$ cat config.mk
export PLATFORM = sky130hd
export DESIGN_NAME = sccb_init_seq
export DESIGN_NICKNAME = d
export VERILOG_FILES = /design/src/rtl/sccb_pkg.sv /design/src/rtl/sccb_cfg_rom.sv /design/src/rtl/sccb_init_seq.sv
export SDC_FILE = /design/constraint.sdc
export NUM_CORES = 1
export LEC_CHECK = 0
export ABC_CLOCK_PERIOD_IN_PS = 3710
export BUFFER_PORTS_ARGS = -buffer_cell sky130_fd_sc_hd__buf_2
export CAP_MARGIN = 20
export CELL_PAD_IN_SITES_DETAIL_PLACEMENT = 2
export CELL_PAD_IN_SITES_GLOBAL_PLACEMENT = 2
export CORE_MARGIN = 8
export CORE_UTILIZATION = 36
export CTS_BUF_LIST = sky130_fd_sc_hd__clkbuf_8
export DETAILED_ROUTE_END_ITERATION = 8
export PLACE_DENSITY = 0.81
export SLEW_MARGIN = 20
export SYNTH_ARGS = -nofsm -noshare
export SYNTH_HDL_FRONTEND = slang
export SYNTH_SLANG_ARGS = --single-unit
export TNS_END_PERCENT = 50
$ cat constraint.sdc
create_clock -name SYSCLK -period 3.71 [get_ports SYSCLK]
set_clock_uncertainty 0.15 [all_clocks]
set_input_delay 0.742 -clock SYSCLK [delete_from_list [all_inputs] [get_ports SYSCLK]]
set_output_delay 0.742 -clock SYSCLK [all_outputs]
set_load 0.03 [all_outputs]
$ cat src/rtl/sccb_pkg.sv
// Shared types and constants for the SCCB power-up register sequencer.
package sccb_pkg;

   typedef enum logic [2:0] {
      ST_IDLE,
      ST_FETCH,
      ST_ISSUE,
      ST_WAIT,
      ST_DELAY,
      ST_NEXT,
      ST_DONE,
      ST_ERROR
   } sccb_state_e;

   localparam logic [15:0] SCCB_END        = 16'hFFFF;
   localparam logic [7:0]  SCCB_DELAY_ADDR = 8'hFF;
   localparam logic [7:0]  OV7670_WR_ID    = 8'h42;

   // Default OV7670 bring-up table; entry 0 sits in the low halfword.
   localparam logic [255:0] OV7670_DEFAULT_TBL = {
      16'hFFFF, 16'h523D, 16'h5100, 16'h50B3,
      16'h4FB3, 16'h1418, 16'h3A04, 16'h0400,
      16'h8C00, 16'h40D0, 16'h3E19, 16'h0C04,
      16'h1101, 16'h1214, 16'hFF0A, 16'h1280
   };

endpackage

$ cat src/rtl/sccb_cfg_rom.sv
// Registered-read {addr, data} table for the SCCB sequencer; entry i is INIT[16*i +: 16].
module sccb_cfg_rom #(
   parameter int unsigned               NUM_ENTRIES = 16,
   parameter int unsigned               AW          = 4,
   parameter logic [NUM_ENTRIES*16-1:0] INIT        = '0
) (
   input  logic          i_clk,
   input  logic [AW-1:0] i_addr,
   output logic [15:0]   o_data
);

   logic [15:0] r_data;

   always_ff @(posedge i_clk) begin
      r_data <= INIT[16*i_addr +: 16];
   end

   assign o_data = r_data;

endmodule

$ cat src/rtl/sccb_init_seq.sv
// Walks a register table and issues SCCB writes with delays and NACK handling.
// Optional NACK retries are enabled by defining SCCB_SEQ_RETRY_EN.
module sccb_init_seq
   import sccb_pkg::*;
#(
   parameter logic [7:0]                DEV_ID      = OV7670_WR_ID,
   parameter int unsigned               NUM_ENTRIES = 16,
   parameter int unsigned               DELAY_UNIT  = 10000,
   parameter int unsigned               MAX_RETRY   = 3,
   parameter logic [NUM_ENTRIES*16-1:0] ROM_INIT    = OV7670_DEFAULT_TBL
) (
   input  logic       SYSCLK,
   input  logic       DEVRST_N,
   input  logic       start,
   output logic       tx_req,
   output logic [7:0] tx_id,
   output logic [7:0] tx_addr,
   output logic [7:0] tx_data,
   input  logic       tx_ack,
   input  logic       tx_nack,
   output logic       busy,
   output logic       done,
   output logic       err
);

   localparam int unsigned AW      = (NUM_ENTRIES > 1) ? $clog2(NUM_ENTRIES) : 1;
   localparam int unsigned DW      = $clog2(255 * DELAY_UNIT + 1);
   // DELAY leaves early by the NEXT + two FETCH cycles so data*DELAY_UNIT spans DELAY entry to the next request.
   localparam int unsigned DLY_OVH = 3;

   sccb_state_e   r_state, w_state_nxt;
   logic [AW-1:0] r_idx, w_idx_nxt;
   logic          r_fetch_ph, w_fetch_ph_nxt;
   logic [DW-1:0] r_dly, w_dly_nxt;
   logic [7:0]    r_tx_id, w_tx_id_nxt;
   logic [7:0]    r_tx_addr, w_tx_addr_nxt;
   logic [7:0]    r_tx_data, w_tx_data_nxt;
   logic [15:0]   w_rom_q;
`ifdef SCCB_SEQ_RETRY_EN
   localparam int unsigned RW = (MAX_RETRY > 0) ? $clog2(MAX_RETRY + 1) : 1;
   logic [RW-1:0] r_retry, w_retry_nxt;
`endif

   sccb_cfg_rom #(
      .NUM_ENTRIES (NUM_ENTRIES),
      .AW          (AW),
      .INIT        (ROM_INIT)
   ) u_rom (
      .i_clk  (SYSCLK),
      .i_addr (r_idx),
      .o_data (w_rom_q)
   );

   always_ff @(posedge SYSCLK or negedge DEVRST_N) begin
      if (!DEVRST_N) begin
         r_state    <= ST_IDLE;
         r_idx      <= '0;
         r_fetch_ph <= 1'b0;
         r_dly      <= '0;
         r_tx_id    <= '0;
         r_tx_addr  <= '0;
         r_tx_data  <= '0;
`ifdef SCCB_SEQ_RETRY_EN
         r_retry    <= '0;
`endif
      end else begin
         r_state    <= w_state_nxt;
         r_idx      <= w_idx_nxt;
         r_fetch_ph <= w_fetch_ph_nxt;
         r_dly      <= w_dly_nxt;
         r_tx_id    <= w_tx_id_nxt;
         r_tx_addr  <= w_tx_addr_nxt;
         r_tx_data  <= w_tx_data_nxt;
`ifdef SCCB_SEQ_RETRY_EN
         r_retry    <= w_retry_nxt;
`endif
      end
   end

   always_comb begin
      w_state_nxt    = r_state;
      w_idx_nxt      = r_idx;
      w_fetch_ph_nxt = 1'b0;
      w_dly_nxt      = r_dly;
      w_tx_id_nxt    = r_tx_id;
      w_tx_addr_nxt  = r_tx_addr;
      w_tx_data_nxt  = r_tx_data;
`ifdef SCCB_SEQ_RETRY_EN
      w_retry_nxt    = r_retry;
`endif
      case (r_state)
         ST_IDLE, ST_DONE, ST_ERROR: begin
            if (start) begin
               w_state_nxt = ST_FETCH;
               w_idx_nxt   = '0;
`ifdef SCCB_SEQ_RETRY_EN
               w_retry_nxt = '0;
`endif
            end
         end
         ST_FETCH: begin
            // First cycle issues the ROM read, second cycle decodes its output.
            if (!r_fetch_ph) begin
               w_fetch_ph_nxt = 1'b1;
            end else if (w_rom_q == SCCB_END) begin
               w_state_nxt = ST_DONE;
            end else if (w_rom_q[15:8] == SCCB_DELAY_ADDR) begin
               w_state_nxt = ST_DELAY;
               w_dly_nxt   = DW'(w_rom_q[7:0]) * DW'(DELAY_UNIT);
            end else begin
               w_state_nxt   = ST_ISSUE;
               w_tx_id_nxt   = DEV_ID;
               w_tx_addr_nxt = w_rom_q[15:8];
               w_tx_data_nxt = w_rom_q[7:0];
            end
         end
         ST_ISSUE, ST_WAIT: begin
            if (tx_nack) begin
`ifdef SCCB_SEQ_RETRY_EN
               if (r_retry == RW'(MAX_RETRY)) begin
                  w_state_nxt = ST_ERROR;
               end else begin
                  w_retry_nxt = r_retry + RW'(1);
                  w_state_nxt = ST_FETCH;
               end
`else
               w_state_nxt = ST_ERROR;
`endif
            end else if (tx_ack) begin
               w_state_nxt = ST_NEXT;
            end else begin
               w_state_nxt = ST_WAIT;
            end
         end
         ST_DELAY: begin
            if (r_dly <= DW'(DLY_OVH + 1)) w_state_nxt = ST_NEXT;
            else                           w_dly_nxt   = r_dly - DW'(1);
         end
         ST_NEXT: begin
`ifdef SCCB_SEQ_RETRY_EN
            w_retry_nxt = '0;
`endif
            if (r_idx == AW'(NUM_ENTRIES - 1)) begin
               w_state_nxt = ST_DONE;
            end else begin
               w_idx_nxt   = r_idx + AW'(1);
               w_state_nxt = ST_FETCH;
            end
         end
         default: w_state_nxt = ST_IDLE;
      endcase
   end

   assign tx_req  = (r_state == ST_ISSUE) || (r_state == ST_WAIT);
   assign busy    = (r_state == ST_FETCH) || (r_state == ST_ISSUE) || (r_state == ST_WAIT) ||
                    (r_state == ST_DELAY) || (r_state == ST_NEXT);
   assign done    = (r_state == ST_DONE);
   assign err     = (r_state == ST_ERROR);
   assign tx_id   = r_tx_id;
   assign tx_addr = r_tx_addr;
   assign tx_data = r_tx_data;

endmodule

==> results by group <==
Outcome
  • Run status: complete, but fails checks
  • Failing checks: setup timing

Die
  • Initial Utilization: 0.367
  • Core area: ~0.012 sq mm
  • Die Wd: 126 um
  • Rows: 40
  • IO Pins: 33
  • DIE HEIGHT: 126 um
  • Die area: 0.0160 sq mm

Synthesis
  • Cell variety after synth: 59
  • FFs w/ async S/R, synth: 0.746
  • Leading area contributor after synthesis: dfrtp_1
  • Sequential share of the synthesized area: 0.341
  • Share of the synthesized area in the top cell type: 0.268
  • Mapped cell area: about 0.0044 sq mm
  • Yosys warns: 0
  • Prevailing post-synth register cell: dfrtp_1
  • Post-synth EDFFs: 0
  • Synthesized netlist cell count: between 400 and 500
  • Synthesized area per cell: about 9.2 sq um
  • Yosys reg bits: 63
  • Area contributors post-synth: dfrtp_1 27%, ha_1 14%, dfxtp_1 7.3%

Clock network
  • # clock sinks: 63
  • Clock Latency Late Sink: 0.36 ns
  • CTS tree: yes
  • Clock-pin slew on the worst setup and hold paths: 0.08 ns
  • Clock tree buffer depth: 2
  • H-tree depth: 3
  • Num CTS Buffers: 9
  • Root Buffer: clkbuf_8

Flow run
  • MaxCap Viol Count: 0

Place
  • Port bufs: 26
  • Post-DP HPWL: approximately 11,000 um
  • Placement Setup Slack: -0.217 ns
  • RD Place Congestion: 0.805
  • Placed instance count: 661

GRT
  • Largest net degree at the start of global routing: 31
  • First-pass GRT wire length: between 20,000 and 30,000 um
  • Met1 Use GR: 0.233
  • Layer with the highest usage: met2
  • Met2 Use GR: 0.372
  • Grt ovf: 0
  • GR met3 Demand/Resource: 0.0285
  • Vias in the first global route: 4,505
  • Tot GR Track Use: 0.203
  • Antenna violations before repair: 0

Layout
  • Share of cells above drive strength 1: 0.236
  • Filler cells: 1,266
  • Final core utilization: 0.437
  • Most common cell after layout, fill and taps aside: dfrtp_1
  • Cell Count, Final, Fillers Out: 680
  • Commonest non-fill, non-tap cells in the layout: 47 x dfrtp_1, 42 x ha_1, 36 x inv_1, 35 x nor2_1, 34 x o21ai_0
  • Fin nets: 594
  • Area grow syn2layout: 19.1%
  • N_diodes: 0

Setup path
  • Worst flop-to-flop path endpoint: r_dly[16]
  • CP peak stage delay: between 0.5 and 0.6 ns
  • Critical path type: flop to flop
  • FF-to-FF Start: u_rom.o_data[3]
  • CP Cell Sequence: ha_4 -> ha_4 -> inv_2 -> fa_1 -> fa_1 -> inv_2 -> fa_2 -> a211oi_4 -> o21bai_2 -> a21oi_2 -> xor2_1 -> nor2_1 -> a211o_1
  • Cell family with most CP delay: adder cells
  • CP bufs+invs: 2
  • CP required: 3.80 ns
  • Critical path launch point type: flop
  • Worst Reg-to-Reg Cells: 13
  • Critical path fanouts, max: 2
  • Worst Setup End Kind: flop
  • Arr. time, crit path: 3.86 ns
  • R2r setup slk: -0.06 ns
  • Slowest CP cell: fa_1

Worst hold path
  • Hold WC Path Type: primary input to async pin

Power
  • P_leak: ~2.4 nW
  • Worst VDD drop: 0.000451 V
  • PD cells: 1090 mW/mm^2

Detailed routing
  • Final WL: 17,500 um
  • Antenna Violating Nets Remaining: 0
  • DR WL/cell: 25.7 um
  • Drt first-iter violations: 216
  • Vias: about 4,000
  • Vias per inst: ~5.9
  • 1st-pass router iterations: 4
  • DRC viols: 0

STA
  • Slew HR: 0.363
  • Max Slew Vio Count: 0
  • Actual slew at the worst max-slew pin: 0.947 ns
  • Final setup fails: 3
  • RSZ-0062 raised after global routing: true
  • Worst setup margin: -0.0620 ns
  • Max Freq: 265 MHz
  • Tmin final: 3.77 ns
  • Fin. Hold Viols: 0
  • Final worst-path cycle share: 1.02
-- state kept, by name (all words and copies together), names as in the netlist --
name / count
r_dly: 22
u_rom.o_data: 16
tx_addr: 8
tx_data: 8
r_idx: 4
r_state: 3
r_fetch_ph: 1
tx_id: 1
-- layer usage --
metal  routed length [um]  share of wire  up-vias
li1                     -              -     1805
met1                 6880           0.39     2073
met2                 9170           0.52      115
met3                  623          0.036       52
met4                  824          0.047        0
met5                    0              0        -
-- cells by family after synthesis --
family	count (synthesis)	synth area share
AO/OA/AOI/OAI	135	0.192
flip-flops	63	0.341
multiplexers	19	0.0499
XOR/XNOR	7	0.0140
other	1	0.000854
AND/OR/NAND/NOR	131	0.148
adder cells (fa/ha/maj)	61	0.194
buffers and inverters	62	0.0601
-- how the worst max path moves through the flow --
| stage | start | depth (start not counted) | slack [ns] | to |
|---|---|---|---|---|
| global placement | u_rom.o_data[2] | 13 | -0.07 | r_dly[16] |
| finish | u_rom.o_data[3] | 13 | -0.06 | r_dly[16] |
| detailed placement | u_rom.o_data[2] | 14 | -0.22 | r_dly[17] |
| CTS | u_rom.o_data[7] | 14 | -0.003 | r_dly[19] |
| global route | u_rom.o_data[3] | 13 | -0.18 | r_dly[16] |
| floorplan | u_rom.o_data[2] | 13 | 0.003 | r_dly[16] |
-- layout make-up --
| type | count | area, sq um | area share |
|---|---|---|---|
| tap | 147 | 184 | 0.0352 |
| timing repair buffer | 57 | 367 | 0.0701 |
| inverter | 38 | 143 | 0.0273 |
| clock inverter | 5 | 72.6 | 0.0139 |
| clock buffer | 11 | 151 | 0.0290 |
| multi-input combinational | 359 | 2800 | 0.536 |
| sequential | 63 | 1510 | 0.288 |
-- cells in the mapped netlist, drive strengths merged, types with 6 or more instances --
library cell,instances
ha,49
dfrtp,47
o21ai,42
inv,37
a21oi,36
nor2,36
nand2,31
dfxtp,16
clkbuf,14
nor3,14
mux2,13
fa,12
buf,10
nand3,9
or3,8
a211oi,6
nor4,6
o22ai,6
-- report_power, final --
group | switching [W] | internal (W) | total, W
clock network | 0.000299 | 0.000410 | 0.000709
registers | 0.000317 | 0.000970 | 0.00129
logic | 0.00230 | 0.00142 | 0.00372
total | 0.00291 | 0.00280 | 0.00572
-- per-stage QoR --
step	total power [W]	hold slack, ns	setup TNS [ns]	area, sq um
2_1_floorplan	0.00327	0.261	0	4410
3_3_place_gp	0.00415	0.277	-0.0836	4810
6_report	0.00572	0.299	-0.153	5230
4_1_cts	0.00537	0.298	-0.00270	5110
3_5_place_dp	0.00441	0.280	-1.00	4810
5_1_grt	0.00607	0.327	-0.622	5230
-- what timing repair did --
action / CTS / global route
endpoints found under the setup margin: 8 / 8
pin swaps: 16 / 24
hold buffers: 0 / 0
cloned: 0 / 0
setup buffers: 2 / 3
resized for setup: 19 / 23
Note: power is estimated with default switching activity, not from simulation.
